==> config.mk <==
export PLATFORM = sky130hd
export DESIGN_NAME = exu_div_seq
export DESIGN_NICKNAME = d
export VERILOG_FILES = /design/src/rtl/exu_div_seq_pkg.sv /design/src/rtl/exu_div_seq.sv
export SDC_FILE = /design/constraint.sdc
export NUM_CORES = 1
export LEC_CHECK = 0
export BUFFER_PORTS_ARGS = -buffer_cell sky130_fd_sc_hd__buf_2
export CORE_UTILIZATION = 55
export DETAILED_ROUTE_END_ITERATION = 8
export PLACE_DENSITY = 0.77
export REMOVE_ABC_BUFFERS = 1
export SLEW_MARGIN = 15
export SYNTH_ARGS = -nofsm -noshare
export SYNTH_HDL_FRONTEND = slang
export SYNTH_SLANG_ARGS = --single-unit
==> constraint.sdc <==
create_clock -name clk -period 3.78 [get_ports clk]
set_input_delay 0.189 -clock clk [delete_from_list [all_inputs] [get_ports clk]]
set_output_delay 0.189 -clock clk [all_outputs]
set_load 0.02 [all_outputs]
==> src/rtl/exu_div_seq_pkg.sv <==
// Shared types and sizing for the sequential integer divider.
// XLEN and the instruction-tag width are set here for the whole core slice.
package exu_div_seq_pkg;

    localparam int XLEN     = 32;
    localparam int TAG_W    = 4;
    localparam int DIV_ITER = XLEN;
    localparam int CNT_W    = $clog2(XLEN) + 1;

    localparam logic [XLEN-1:0] SGN_MIN = {1'b1, {(XLEN-1){1'b0}}};

    typedef enum logic [1:0] {
        IDLE,
        CALC,
        FIXUP,
        DONE
    } div_state_e;

    // Two's-complement magnitude of a value that is known to be negative when neg=1.
    function automatic logic [XLEN-1:0] mag(input logic [XLEN-1:0] v, input logic neg);
        return neg ? -v : v;
    endfunction

endpackage

==> src/rtl/exu_div_seq.sv <==
// Radix-2 restoring divider for DIV/DIVU/REM/REMU: one quotient bit per cycle,
// sign fix-up afterwards, and an optional bypass for divide-by-zero and signed overflow.
module exu_div_seq
    import exu_div_seq_pkg::*;
#(
    parameter bit EARLY_OUT = 1'b1
) (
    input  logic             clk,
    input  logic             rst_n,
    input  logic             flush,
    input  logic             issue_valid,
    input  logic [XLEN-1:0]  issue_rs1_data,
    input  logic [XLEN-1:0]  issue_rs2_data,
    input  logic [4:0]       issue_rd_addr,
    input  logic             issue_signed,
    input  logic             issue_rem,
    input  logic [TAG_W-1:0] issue_instr_tag,
    output logic             div_busy,
    output logic [XLEN-1:0]  wb_data,
    output logic [4:0]       wb_rd_addr,
    output logic             wb_rd_wr_en,
    output logic [TAG_W-1:0] wb_instr_tag
);

    div_state_e       state;
    logic [CNT_W-1:0] cnt;
    logic [XLEN-1:0]  quo_q;
    logic [XLEN-1:0]  rem_q;
    logic [XLEN-1:0]  dvs_q;
    logic [4:0]       rd_q;
    logic [TAG_W-1:0] tag_q;
    logic             rem_sel_q;
    logic             neg_quo_q;
    logic             neg_rem_q;

    logic             accept;
    logic             rs1_neg;
    logic             rs2_neg;
    logic             dvs_zero;
    logic             sgn_ovf;
    logic             early;
    logic [XLEN-1:0]  early_res;
    logic [XLEN-1:0]  fix_res;
    logic [XLEN:0]    r_shift;
    logic [XLEN:0]    r_diff;

    assign accept   = issue_valid && !flush && (state == IDLE || state == DONE);
    assign div_busy = accept || state == CALC || state == FIXUP;

    assign rs1_neg  = issue_signed && issue_rs1_data[XLEN-1];
    assign rs2_neg  = issue_signed && issue_rs2_data[XLEN-1];
    assign dvs_zero = (issue_rs2_data == '0);
    assign sgn_ovf  = issue_signed && issue_rs1_data == SGN_MIN && issue_rs2_data == '1;
    assign early    = EARLY_OUT && (dvs_zero || sgn_ovf);

    // Partial remainder gets one extra bit so the trial subtraction's sign is exact.
    assign r_shift = {rem_q, quo_q[XLEN-1]};
    assign r_diff  = r_shift - {1'b0, dvs_q};

    always_comb begin
        // NOTE: give every always_comb output a value on entry so no path infers a latch.
        early_res = '0;
        fix_res   = neg_quo_q ? -quo_q : quo_q;
        if (dvs_zero) begin
            early_res = issue_rem ? issue_rs1_data : '1;
        end else if (!issue_rem) begin
            early_res = SGN_MIN;
        end
        if (rem_sel_q) begin
            fix_res = neg_rem_q ? -rem_q : rem_q;
        end
    end

    // NOTE: clocked state uses <= only, so every reader sees the pre-edge value.
    always_ff @(posedge clk or negedge rst_n) begin
        if (!rst_n) begin
            // NOTE: datapath registers are reset too so the writeback bus reads 0 after reset.
            state        <= IDLE;
            cnt          <= '0;
            quo_q        <= '0;
            rem_q        <= '0;
            dvs_q        <= '0;
            rd_q         <= '0;
            tag_q        <= '0;
            rem_sel_q    <= 1'b0;
            neg_quo_q    <= 1'b0;
            neg_rem_q    <= 1'b0;
            wb_data      <= '0;
            wb_rd_addr   <= '0;
            wb_rd_wr_en  <= 1'b0;
            wb_instr_tag <= '0;
        end else begin
            wb_rd_wr_en <= 1'b0;
            if (flush) begin
                state <= IDLE;
                cnt   <= '0;
            end else begin
                case (state)
                    IDLE, DONE: begin
                        if (issue_valid) begin
                            quo_q     <= mag(issue_rs1_data, rs1_neg);
                            dvs_q     <= mag(issue_rs2_data, rs2_neg);
                            rem_q     <= '0;
                            rd_q      <= issue_rd_addr;
                            tag_q     <= issue_instr_tag;
                            rem_sel_q <= issue_rem;
                            // A zero divisor keeps the all-ones quotient unsigned-looking.
                            neg_quo_q <= (rs1_neg ^ rs2_neg) && !dvs_zero;
                            neg_rem_q <= rs1_neg;
                            cnt       <= '0;
                            if (early) begin
                                state        <= DONE;
                                wb_data      <= early_res;
                                wb_rd_addr   <= issue_rd_addr;
                                wb_instr_tag <= issue_instr_tag;
                                wb_rd_wr_en  <= (issue_rd_addr != 5'd0);
                            end else begin
                                state <= CALC;
                            end
                        end else begin
                            state <= IDLE;
                        end
                    end
                    CALC: begin
                        if (!r_diff[XLEN]) begin
                            rem_q <= r_diff[XLEN-1:0];
                            quo_q <= {quo_q[XLEN-2:0], 1'b1};
                        end else begin
                            rem_q <= r_shift[XLEN-1:0];
                            quo_q <= {quo_q[XLEN-2:0], 1'b0};
                        end
                        cnt <= cnt + CNT_W'(1);
                        if (cnt == CNT_W'(DIV_ITER - 1)) begin
                            state <= FIXUP;
                        end
                    end
                    FIXUP: begin
                        state        <= DONE;
                        wb_data      <= fix_res;
                        wb_rd_addr   <= rd_q;
                        wb_instr_tag <= tag_q;
                        wb_rd_wr_en  <= (rd_q != 5'd0);
                    end
                    default: state <= IDLE;
                endcase
            end
        end
    end

endmodule

== Word level (Yosys, flattened, before mapping) ==
Index checks and enable logic that the tools add are counted.
Cells by class
  multipliers: 0
  bitwise gates (word level): 2
  equal/unequal tests: 10
  reduce and logical (&&, ||, !) cells: 25
  div/mod/pow operators: 0
  add/sub/neg operators: 6
  order comparisons: 0
  mux-type cells: 35
  shifts and indexed selects: 0
Operator list (number)
  $mux W32: 13
  $pmux W32 S2: 3
  $neg A32 Y32: 4
  $eq A32 B32 Y1 const B: 2
  $sub A33 B32 Y33: 1
  $logic_not A32 Y1: 1
  $mux W6: 2
  $pmux W6 S2: 1
  $mux W5: 2
  $pmux W5 S2: 1
  $reduce_bool A5 Y1: 2
  $mux W2: 4
  $mux W4: 2
  $pmux W4 S2: 1
  $logic_and A1 B1 Y1: 7
  $add A6 B1 Y6 const B: 1
  $eq A6 B5 Y1 const B: 1
  $pmux W2 S3: 1
  $reduce_and A3 Y1: 2
  $eq A2 B2 Y1 const B: 2
  $logic_or A1 B1 Y1: 4
  $mux W1: 4
  $ne A2 B2 Y1 const B: 2
  $reduce_and A4 Y1: 1
  12 further kinds: 14
Word-level totals
  memory bits (writable): 0
  latch bits: 0
  memories kept: 0
  ROM bits: 0
  logic and storage cells: 92
  input bits: 79
  output and inout bits: 43
  bits in registers: 158

== Depth between registers and ports, before layout ==
  depth after elaboration: 8
  mapped depth: 12
  gate-level depth less buffers: 11

== Least setup slack after synthesis ==
Ideal clock, no wire load.
  path type: register to register
  start point: register rem_q[11]
  end point: register rem_q[20]
  path buffers: 0
  period minus slack after synthesis: 2.913 ns
  path slack: 0.867 ns
  required time: 3.659 ns
  stages on the path, launching flop included: 10
  arrival: 2.792 ns
  setup time: 0.121 ns
  path through: dfrtp_1 -> ha_1 -> nand4_1 -> or4b_1 -> a21oi_2 -> o21a_1 -> nor3_1 -> a311oi_4 -> mux2_2 -> a22o_1
Between the ends
  cells in the longest elaborated chain, start to end: 3
RTL lines
  start, declared: RTL line exu_div_seq.sv:28  | logic [XLEN-1:0] rem_q;
  start signal, assigned: RTL line exu_div_seq.sv:126  | rem_q <= r_diff[XLEN-1:0];
  start signal, assigned: RTL line exu_div_seq.sv:129  | rem_q <= r_shift[XLEN-1:0];
  $sub A33 B32 Y33: RTL line exu_div_seq.sv:58  | assign r_diff = r_shift - {1'b0, dvs_q};
  $mux W32: RTL line exu_div_seq.sv:125  | if (!r_diff[XLEN]) begin
  $pmux W32 S2: RTL line exu_div_seq.sv:98  | case (state)
No other way between the ends.
A chain may end at the register's enable or synchronous reset.

== Worst setup path after layout ==
  start point: register rem_q[12]
  end point: register rem_q[6]
The elaborated chain is that of the path after synthesis.

==> impl_metrics.ini <==
[status]
status = finished clean

[timing]
slew_headroom = 0.294
hold_ws_ps = 10.9
period_minus_slack_ps = 3440
grt_setup_unrepaired = no
max_freq_ghz = 0.291
fin_crit_sh = 0.910
fin_skew_ps = 9.39
fin_ws_ps = 340
drv_slew = 0
finalSetupViolCount = 0
hold_viol = 0
worstMarginPinSlew_ps = 1060

[setup_path]
worstSetupEndpointType = flip-flop
endpoint = rem_q[6]$_DFFE_PN0P_
crit_start = rem_q[12]$_DFFE_PN0P_
regToRegStartpoint = rem_q[12]$_DFFE_PN0P_
cp_top_family = compound AO/OA/AOI/OAI gates
cp.depth = 10
crit_buf_inv = 1
cp.arrival_ps = 3730
cp_slowest_cell = or4b_1
worstSetupPathType = flip-flop to flip-flop
path_max_fanout = 29
critical_path.cell_chain = ha_1, nand4_1, or4b_1, a21oi_2, o21a_1, nor3_1, a311oi_4, buf_12, mux2i_1, o21ai_1
slowest_delay_ps = 570
reg2regPathDepth = 10
cp.required_ps = 4070
r2r_end = rem_q[6]$_DFFE_PN0P_
r2r_slack_ps = 340
cp-start-kind = flip-flop

[finish]
layout.nets = 1690
postLayoutCellArea_mm2 = 0.0135
fillerInstances = 1856
post-route-util = 0.636
area_growth_pct = 11.8
drive_gt1_frac = 0.133
num_antenna_cells = 0

[placed_design]
placed_cell_area_mm2 = 0.0129
dp_hpwl_um = 24900
gp_congestion = 0.942
port_buffers = 121
pre_cts_ws_ps = 392

[detailed_routing]
vias_per_cell = 6.20
via_count = 11500
drtPass1Iterations = 5
ant_nets = 0
wl_um = 33500
drc_errors = 0
wire_per_inst_um = 18.1
drt_iter0_markers = 908

[floorplanning]
die_y_um = 150
coreArea_mm2 = 0.0213
die_w_um = 150
io_pins = 122
start_util = 0.569
rows = 53
die-area_mm2 = 0.0226

[global_routing]
grtUsageTotal = 0.304
antenna_found_initial = 1
grt_overflow_total = 0
grt_pass1_wl_um = 53700
grt_max_degree = 82
grt_pass1_vias = 10700

[clock_network]
cts_tree = built
root_buffer = clkbuf_16
cts_hold_buffers = 4
cts_max_level = 4
cts_buffer_depth = 2
path_clk_slew_ps = 70
post_cts_resize_count = 0
numCtsBuffers = 17
clk_latency_ps = 440
post-cts-setup-buffer-count = 0
cts.sinks = 158

[synth]
avgSynthCellArea_um2 = 8.13
synth-async-reset-ratio = 1.00
synthDistinctLibCells = 74
synth_edf_count = 0
seq_area_frac_synth = 0.326
ys.flop_type = dfrtp_1
ys_warn_count = 0
synth-seq-cells = 158
syn-cell-area_mm2 = 0.0121
yosysTopAreaCell = dfrtp_1
yosysTopAreaCellShare = 0.326
netlist_instances = 1489
ys_top_cells_by_area = dfrtp_1 33%, o21ai_0 6.9%, nand2_1 6.2%

[pwr]
powerDensity_mw_per_mm2 = 705
ir_worst_vdd_v = 0.000380
p_leak_nw = 6.04

[min_path]
min-delay-start = issue_rd_addr[0]
holdPathStages = 2
hold_path.class = input port to flip-flop

[flow_run]
cap_violations = 0
[routing by layer]
layer | vias up | share of wire | track usage
li1 | 5516 | - | -
met4 | 2 | 0.035 | 0.136
met2 | 385 | 0.47 | 0.478
met1 | 5521 | 0.44 | 0.412
met3 | 77 | 0.055 | 0.0464
met5 | - | 0.00039 | 0
[power by group]
part | internal (mW) | switching (mW)
Sequential | 2.29 | 0.628
Combinational | 1.87 | 3.00
Clock | 1.03 | 0.724
[cells in the mapped netlist, drive strengths merged (11+ instances only)]
master,instances
nor2,85
nand3,23
nor3,26
xor2,83
inv,54
and3,11
or3,23
nor4,17
o31ai,31
o21ai,209
a21boi,17
a21oi,93
nand2,201
mux2i,53
nand4,16
ha,40
o211ai,12
buf,14
dfrtp,158
or4,20
mux2,11
xnor2,58
a21o,30
clkbuf,67
nand2b,15
o41ai,13
[state kept, by name (all words and copies together) (netlist names)]
signal        cells
cnt               6
neg_rem_q         1
dvs_q            32
wb_rd_wr_en       1
tag_q             4
rd_q              5
state             2
quo_q            32
rem_q            32
wb_rd_addr        5
neg_quo_q         1
rem_sel_q         1
wb_instr_tag      4
wb_data          32
[cell type report]
class,count,area [um^2],share of cell area
multi-input combinational,1196,7650,0.565
sequential,158,3950,0.292
timing repair buffer,143,812,0.0600
clock buffer,19,433,0.0320
tap,275,344,0.0254
inverter,54,203,0.0150
clock inverter,11,145,0.0107
[cell families (layout without fill, tap and decap cells)]
group / count (synthesis) / after routing / synth area share
flip-flops: 158 / 158 / 0.326
adder cells (fa/ha/maj): 41 / 41 / 0.0430
AND/OR/NAND/NOR: 470 / 470 / 0.184
XOR/XNOR: 141 / 141 / 0.102
AO/OA/AOI/OAI: 480 / 480 / 0.247
buffers and inverters: 135 / 227 / 0.0431
multiplexers: 64 / 64 / 0.0540
[through the flow]
step	setup TNS (ps)	total power, mW	instances
after detailed placement	0	7.75	1822
after CTS	0	9.52	1856
final	0	9.55	1856
after global routing	0	10.2	1856
after global placement	0	7.61	1822
after floorplan	-550	6.29	1408
[worst min-delay path by stage]
| stage | end | slack, ps |
|---|---|---|
| floorplan | cnt[0]$_DFFE_PN0P_ | -110 |
| global placement | wb_data[25]$_DFFE_PN0P_ | 280 |
| detailed placement | wb_data[21]$_DFFE_PN0P_ | 280 |
| CTS | rd_q[0]$_DFFE_PN0P_ | 3 |
| global route | rd_q[0]$_DFFE_PN0P_ | 10 |
| finish | rd_q[0]$_DFFE_PN0P_ | 10 |
[cells in the final DEF (no fill, tap or decap), types with 22 or more instances in the layout]
cell type / instances
ha_1: 38
or3_1: 22
o21ai_1: 40
nand2_1: 201
nor2_1: 84
xor2_1: 83
a21oi_1: 92
buf_2: 120
nand3_1: 23
nor3_1: 26
xnor2_1: 58
dfrtp_1: 158
o21ai_0: 168
o31ai_1: 27
mux2i_1: 53
inv_1: 54
a21o_1: 30
Power figures use the tool's default switching activity.
